$ cat src/rtl/calc_cmd_sequencer_if.sv
// ---------------------------------------------------------------------------
// calc_cmd_sequencer_if
// Request-side handshake bundle for calc_cmd_sequencer: the keypad and the
// host/test port each offer a 4-bit key code with a valid/ready pair.
//   key_valid  / host_valid  : requester -> sequencer, code offered
//   key_cmd    / host_cmd    : requester -> sequencer, 4-bit key code
//   key_ready  / host_ready  : sequencer -> requester, code accepted this cycle
// Modports:
//   master : requester side (drives valid/cmd, observes ready)
//   slave  : sequencer side (observes valid/cmd, drives ready)
// ---------------------------------------------------------------------------
interface calc_cmd_sequencer_if;
    logic       key_valid;
    logic [3:0] key_cmd;
    logic       key_ready;
    logic       host_valid;
    logic [3:0] host_cmd;
    logic       host_ready;

    modport master (
        output key_valid, key_cmd, host_valid, host_cmd,
        input  key_ready, host_ready
    );

    modport slave (
        input  key_valid, key_cmd, host_valid, host_cmd,
        output key_ready, host_ready
    );
endinterface

$ cat src/rtl/calc_cmd_sequencer.sv
// ---------------------------------------------------------------------------
// calc_cmd_sequencer
// Sole driver of the calculator core's 4-bit cmd input. Round-robin
// arbitrates key codes from the keypad and the host port, queues them in a
// small FIFO, and issues one code at a time paced on the core status
// (00 error, 01 busy, 10 ready, 11 printing). Flags core errors and hangs.
//
// Ports:
//   clock        in   rising-edge system clock
//   reset        in   asynchronous, active-high
//   req          slave modport of calc_cmd_sequencer_if (keypad/host handshakes)
//   calc_status  in   [1:0] core status
//   calc_cmd     out  [3:0] command to core, NOP_CMD when not issuing
//   err_clr      in   leave ERR state (1-cycle pulse)
//   fifo_level   out  [$clog2(DEPTH):0] queued entries
//   busy         out  FSM not IDLE, or FIFO not empty
//   err          out  core reported status 00
//   timeout      out  hang detected
//   issued_cnt   out  [15:0] issue counter, only when SEQ_STATS_EN is defined
//
// Optional feature macro: SEQ_STATS_EN (adds issued_cnt).
// ---------------------------------------------------------------------------
module calc_cmd_sequencer #(
    parameter int unsigned DEPTH   = 4,
    parameter int unsigned ACK_WIN = 2,
    parameter int unsigned TIMEOUT = 255,
    parameter logic [3:0]  NOP_CMD = 4'hD
) (
    input  logic                     clock,
    input  logic                     reset,
    calc_cmd_sequencer_if.slave      req,
    input  logic [1:0]               calc_status,
    output logic [3:0]               calc_cmd,
    input  logic                     err_clr,
    output logic [$clog2(DEPTH):0]   fifo_level,
    output logic                     busy,
    output logic                     err,
    output logic                     timeout
`ifdef SEQ_STATS_EN
    ,
    output logic [15:0]              issued_cnt
`endif
);

    localparam int unsigned AW       = $clog2(DEPTH);
    localparam logic [AW:0] LVL_FULL = (AW + 1)'(DEPTH);
    localparam logic [7:0]  ACK_LAST = 8'(ACK_WIN - 1);
    localparam logic [7:0]  TO_LAST  = 8'(TIMEOUT - 1);
    localparam logic [1:0]  ST_ERROR = 2'b00;
    localparam logic [1:0]  ST_READY = 2'b10;

    typedef enum logic [2:0] {
        S_IDLE,
        S_ISSUE,
        S_WAIT_ACK,
        S_WAIT_DONE,
        S_ERR
    } state_t;

    state_t      state, state_nxt;
    logic [3:0]  mem [DEPTH];
    logic [AW-1:0] wr_ptr, rd_ptr;
    logic [AW:0] level;
    logic        full, empty;
    logic        grant_key, grant_host, accept_ok;
    logic        push, pop, flush;
    logic [3:0]  push_data;
    logic        rr_last_host;
    logic [7:0]  wait_cnt;
    logic        set_err, set_to, clr_err;

    assign full  = (level == LVL_FULL);
    assign empty = (level == '0);

    // ---------------- arbitration ----------------
    // With both requesters valid, the one not granted last wins.
    assign grant_key  = req.key_valid  && (!req.host_valid || rr_last_host);
    assign grant_host = req.host_valid && (!req.key_valid  || !rr_last_host);
    assign accept_ok  = !full && (state != S_ERR);

    assign req.key_ready  = grant_key  && accept_ok;
    assign req.host_ready = grant_host && accept_ok;

    assign push      = req.key_ready || req.host_ready;
    assign push_data = grant_host ? req.host_cmd : req.key_cmd;

    always_ff @(posedge clock or posedge reset) begin
        if (reset) begin
            rr_last_host <= 1'b1;
        end else if (push) begin
            rr_last_host <= grant_host;
        end
    end

    // ---------------- FIFO ----------------
    always_ff @(posedge clock) begin
        if (push) begin
            mem[wr_ptr] <= push_data;
        end
    end

    always_ff @(posedge clock or posedge reset) begin
        if (reset) begin
            wr_ptr <= '0;
            rd_ptr <= '0;
            level  <= '0;
        end else if (flush) begin
            wr_ptr <= '0;
            rd_ptr <= '0;
            level  <= '0;
        end else begin
            if (push) begin
                wr_ptr <= wr_ptr + 1'b1;
            end
            if (pop) begin
                rd_ptr <= rd_ptr + 1'b1;
            end
            case ({push, pop})
                2'b10:   level <= level + 1'b1;
                2'b01:   level <= level - 1'b1;
                default: level <= level;
            endcase
        end
    end

    assign fifo_level = level;

    // ---------------- FSM ----------------
    always_ff @(posedge clock or posedge reset) begin
        if (reset) begin
            state <= S_IDLE;
        end else begin
            state <= state_nxt;
        end
    end

    always_comb begin
        state_nxt = state;
        calc_cmd  = NOP_CMD;
        pop       = 1'b0;
        flush     = 1'b0;
        set_err   = 1'b0;
        set_to    = 1'b0;
        clr_err   = 1'b0;

        case (state)
            S_IDLE: begin
                if (!empty && calc_status == ST_READY) begin
                    state_nxt = S_ISSUE;
                end
            end
            S_ISSUE: begin
                calc_cmd  = mem[rd_ptr];
                pop       = 1'b1;
                state_nxt = S_WAIT_ACK;
            end
            S_WAIT_ACK: begin
                // Only READY keeps us here, so wait_cnt doubles as the count
                // of consecutive READY cycles since issue.
                if (calc_status[0]) begin
                    state_nxt = S_WAIT_DONE;
                end else if (calc_status == ST_READY && wait_cnt == ACK_LAST) begin
                    state_nxt = S_IDLE;
                end
            end
            S_WAIT_DONE: begin
                if (calc_status == ST_READY) begin
                    state_nxt = S_IDLE;
                end
            end
            S_ERR: begin
                if (err_clr) begin
                    state_nxt = S_IDLE;
                    clr_err   = 1'b1;
                end
            end
            default: state_nxt = S_IDLE;
        endcase

        // Hang: this is the TIMEOUT-th wait cycle after issue.
        if ((state == S_WAIT_ACK || state == S_WAIT_DONE) && wait_cnt == TO_LAST) begin
            state_nxt = S_ERR;
            set_to    = 1'b1;
            flush     = 1'b1;
        end

        // Core error overrides everything, including a coincident hang.
        if (state != S_ERR && calc_status == ST_ERROR) begin
            state_nxt = S_ERR;
            set_err   = 1'b1;
            set_to    = 1'b0;
            flush     = 1'b1;
        end
    end

    // ---------------- wait counter (saturating) ----------------
    always_ff @(posedge clock or posedge reset) begin
        if (reset) begin
            wait_cnt <= '0;
        end else if (state == S_ISSUE) begin
            wait_cnt <= '0;
        end else if ((state == S_WAIT_ACK || state == S_WAIT_DONE) && wait_cnt != '1) begin
            wait_cnt <= wait_cnt + 1'b1;
        end
    end

    // ---------------- flags ----------------
    always_ff @(posedge clock or posedge reset) begin
        if (reset) begin
            err     <= 1'b0;
            timeout <= 1'b0;
        end else if (clr_err) begin
            err     <= 1'b0;
            timeout <= 1'b0;
        end else begin
            if (set_err) begin
                err <= 1'b1;
            end
            if (set_to) begin
                timeout <= 1'b1;
            end
        end
    end

    assign busy = (state != S_IDLE) || !empty;

`ifdef SEQ_STATS_EN
    always_ff @(posedge clock or posedge reset) begin
        if (reset) begin
            issued_cnt <= '0;
        end else if (state == S_ISSUE) begin
            issued_cnt <= issued_cnt + 1'b1;
        end
    end
`endif

endmodule
$ cat src/flat_wrapper.sv
// flat-port wrapper written by rule: the top's interface ports become plain ports
module calc_cmd_sequencer_flat 
#(
    parameter int unsigned DEPTH   = 4,
    parameter int unsigned ACK_WIN = 2,
    parameter int unsigned TIMEOUT = 255,
    parameter logic [3:0]  NOP_CMD = 4'hD
)
  (clock, reset, calc_status, calc_cmd, err_clr, fifo_level, busy, err, timeout, req_key_valid, req_key_cmd, req_host_valid, req_host_cmd, req_key_ready, req_host_ready);
  calc_cmd_sequencer_if req_i ();
  input  logic clock;
  input  logic reset;
  input  logic [1:0] calc_status;
  output logic [3:0] calc_cmd;
  input  logic err_clr;
  output logic [$clog2(DEPTH):0] fifo_level;
  output logic busy;
  output logic err;
  output logic timeout;
  input wire logic [$bits(req_i.key_valid)-1:0] req_key_valid;
  input wire logic [$bits(req_i.key_cmd)-1:0] req_key_cmd;
  input wire logic [$bits(req_i.host_valid)-1:0] req_host_valid;
  input wire logic [$bits(req_i.host_cmd)-1:0] req_host_cmd;
  output wire logic [$bits(req_i.key_ready)-1:0] req_key_ready;
  output wire logic [$bits(req_i.host_ready)-1:0] req_host_ready;
  assign req_i.key_valid = req_key_valid;
  assign req_i.key_cmd = req_key_cmd;
  assign req_i.host_valid = req_host_valid;
  assign req_i.host_cmd = req_host_cmd;
  assign req_key_ready = req_i.key_ready;
  assign req_host_ready = req_i.host_ready;
  calc_cmd_sequencer #(.DEPTH(DEPTH), .ACK_WIN(ACK_WIN), .TIMEOUT(TIMEOUT), .NOP_CMD(NOP_CMD)) u_core (.clock(clock), .reset(reset), .req(req_i), .calc_status(calc_status), .calc_cmd(calc_cmd), .err_clr(err_clr), .fifo_level(fifo_level), .busy(busy), .err(err), .timeout(timeout));
endmodule
$ cat config.mk
export PLATFORM = sky130hd
export DESIGN_NAME = calc_cmd_sequencer_flat
export DESIGN_NICKNAME = d
export VERILOG_FILES = /design/src/rtl/calc_cmd_sequencer_if.sv /design/src/rtl/calc_cmd_sequencer.sv /design/src/flat_wrapper.sv
export SDC_FILE = /design/constraint.sdc
export NUM_CORES = 1
export LEC_CHECK = 0
export ABC_AREA = 1
export BUFFER_PORTS_ARGS = -buffer_cell sky130_fd_sc_hd__buf_4
export CORE_UTILIZATION = 57
export DETAILED_ROUTE_END_ITERATION = 12
export PLACE_DENSITY = 0.79
export RECOVER_POWER = 50
export SYNTH_ARGS = -nofsm -noshare
export SYNTH_HDL_FRONTEND = slang
export SYNTH_SLANG_ARGS = --single-unit
$ cat constraint.sdc
create_clock -name clock -period 2.6 [get_ports clock]
set_input_delay 0.13 -clock clock [delete_from_list [all_inputs] [get_ports clock]]
set_output_delay 0.13 -clock clock [all_outputs]
set_load 0.01 [all_outputs]
==> key figures <==
Yosys
  • Top FF cell, synth: dfrtp_1
  • Area leader, netlist: dfrtp_1
  • Most frequent cell after synthesis: nand2_1
  • Yosys reg bits: 37
  • Most instantiated cells after synthesis: nand2_1 (50), nor2_1 (49), inv_1 (30)
  • Top cell type's share of synthesized area: 0.241
  • Avg Cell Area, Syn: 8.46 µm²
  • Seq/Total Area, Yosys: 0.484
  • Syn_nets: 270
  • Mapped Area: 2080 µm²
  • Netlist cell types: 32
  • Post-Syn Instances: 246
  • Ranking of synthesized cells by area: dfrtp_1 (24%), edfxtp_1 (23%), nand2_1 (9.0%), nor2_1 (8.8%), inv_1 (5.4%)
  • Post-synth EDFFs: 16
  • Fraction of registers with async set/reset: 0.568
  • Yosys warns: 0

Route
  • Met3 routed WL: 188 µm
  • # DRC: 0
  • WL/cell: 12.5 µm
  • Routed via count divided by cell count: 5.18
  • Pre-antenna DRT Iters: 5
  • Top sig layer: met4
  • Vias: 1689
  • WL final: 4080 µm
  • Detail Route met2 WL: 1890 µm
  • Metal-1 WL: 1950 µm
  • Iter 0 DRT Violations: 117
  • Final ANT Viol Nets: 0

Timing
  • Setup ws final: 0.324 ns
  • Final min period: 2.28 ns
  • Final setup vio count: 0
  • Total negative slack: 0 ns
  • Slew @ Worst Pin: 0.814 ns
  • Final Cycle Share: 0.875
  • Slew Limit Fails: 0
  • Final Hold Fails: 0
  • RSZ-0062 raised after global routing: false
  • Skew final: 0.0168 ns
  • Max Clk Rate: 439 MHz
  • Rel. slew slack: 0.456

Floorplan
  • Ports: 27
  • Chip height: 62.4 µm
  • Starting Density: 0.609
  • Row count: 21
  • Core area: 3420 µm²
  • Die width: 62.4 µm
  • Die area: 3900 µm²

GRT
  • All-layer global routing usage: 0.230
  • Initial antenna violation count: 0
  • Grt ovf: 0
  • First-pass GRT wire length: 7030 µm
  • Vias in the first global route: 1574
  • Largest net degree at the start of global routing: 22

Run status
  • Status: finished clean

Setup path
  • Critical path's slowest cell: dfrtp_1
  • Reg-to-reg setup timing slack: 0.32 ns
  • CP Data Arrival Time: 2.56 ns
  • Worst Path Required: 2.89 ns
  • CP startpoint: u_core.state[1]
  • Crit Path Max Fanout: 8
  • Startpoint types: flip-flop
  • Kind of critical path: reg -> reg
  • Capturing point of the worst reg2reg path: u_core.fifo_level[2]
  • R2R depth: 12
  • Critical Path, Cell by Cell: nor2_4 > nand2_4 > nand2_1 > inv_2 > o21ai_4 > ha_1 > inv_1 > fa_1 > a21oi_1 > o21ai_0 > xor2_1 > nor2_1
  • Endpoint type of the worst setup path: flip-flop
  • CP max stage delay: 0.48 ns
  • RR Startpoint: u_core.state[1]

Min path
  • Hold_sp: err_clr
  • HP Class: in -> reg
  • Hold EP: u_core.state[2]
  • Cells on Worst Hold Path: 4

Placed design
  • Final Wtd Congestion: 0.860
  • Pre-CTS worst setup slack: 0.362 ns
  • Count of input and output buffers: 26
  • Inst Count DP: 317
  • Post-DP HPWL: 3090 µm
  • Area after DPL: 2320 µm²

Clocking
  • Clock root cell: clkbuf_4
  • Clock tree from TritonCTS: done
  • H-tree Lvls: 2
  • CTS clock-pin slew for the worst setup and hold paths: 0.12 ns
  • Post_cts resized: 0
  • Longest Clk Path Bufs: 2
  • Clock sink total: 37
  • Clk_lat worst skew: 0.35 ns
  • Number of buffers created by CTS: 5

Job
  • Max Cap Violations: 0

Final layout
  • Nets@finish: 303
  • Area Growth Syn to Fin: 13.8%
  • Share of post-route cells with drive strength above 1: 0.182
  • Final Instance Area: 2370 µm²
  • # diodes: 0
  • Non-Filler Instances: 326

Power and ir drop
  • Pleak: 1.11 nW
  • Maximum vdd drop: 0.653 mV
  • Pwr/cell area: 894 nW/µm²
cell type report:
class                   count  area, µm²
well taps                  46       57.6
flip-flops and latches     37       1010
multi-input cells         172        923
clock buffers               5       37.5
clock inverters             3       17.5
fillers                   301       1050
inverters                  35        131
repair buffers             28        194
power breakdown:
group | switching [mW] | leakage, nW | internal, mW
clock network | 0.203 | 0.0326 | 0.103
logic | 0.551 | 0.654 | 0.321
registers | 0.146 | 0.420 | 0.794
how the worst max path moves through the flow:
stage	end	slack, ns	cells past startpoint
after global placement	u_core.fifo_level[2]	0.46	12
after CTS	u_core.fifo_level[2]	0.36	12
after detailed placement	u_core.fifo_level[2]	0.36	12
after floorplan	u_core.fifo_level[2]	0.57	12
after global routing	u_core.fifo_level[2]	0.12	12
final	u_core.fifo_level[2]	0.32	12
flip-flops by register name (all words and copies together) (netlist names):
name	count
u_core.err	1
u_core.rd_ptr	2
u_core.state	3
u_core.rr_last_host	1
u_core.wait_cnt	8
u_core.fifo_level	3
u_core.timeout	1
u_core.mem	16
u_core.wr_ptr	2
layer usage:
metal  up-vias  GRT usage
met4         0     0.0785
met5         -          0
li1        862          -
met2        50      0.349
met3         6     0.0365
met1       771      0.337
per-stage QoR:
step | hold slack (ns) | util | power (mW)
finish | 0.0914 | 0.693 | 2.12
global route | 0.114 | 0.693 | 2.30
CTS | 0.0834 | 0.700 | 2.15
global placement | 0.335 | 0.681 | 1.83
detailed placement | 0.340 | 0.681 | 1.85
floorplan | 0.106 | - | 1.58
worst max-delay path: cells and delay by family (launching register included):
kind                     cells  cell delay, ns
buffers and inverters        2            0.12
flip-flops                   1            0.48
adder cells (fa/ha/maj)      2            0.56
AND/OR/NAND/NOR              4            0.54
AO/OA/AOI/OAI                3            0.38
XOR/XNOR                     1            0.15
what timing repair did:
item / CTS / global route
endpoints found under the hold margin: 20 / 0
hold buffers: 1 / 0
setup buffers: 0 / 0
kinds of logic after synthesis:
| group | after synthesis | share of synthesized area |
|---|---|---|
| DFF | 37 | 0.484 |
| buffers and inverters | 37 | 0.0710 |
| and+or+nand+nor | 132 | 0.289 |
| adders and majority gates | 9 | 0.0577 |
| xor gates and xnor gates | 1 | 0.00421 |
| AOI/OAI and AO/OA | 30 | 0.0944 |
placed cells by master, fill, tap and decap left out, types with 3 or more instances in the layout:
cell	count
buf_4	21
inv_2	4
nand3_1	10
a21oi_1	5
nand2_2	4
inv_1	30
ha_1	8
nand2_1	51
o311ai_0	3
nor2_1	49
o21ai_0	13
dfrtp_1	20
nand2_4	3
clkbuf_1	5
clkbuf_4	6
edfxtp_1	16
nand4_1	7
(Power assumes the default switching activity.)
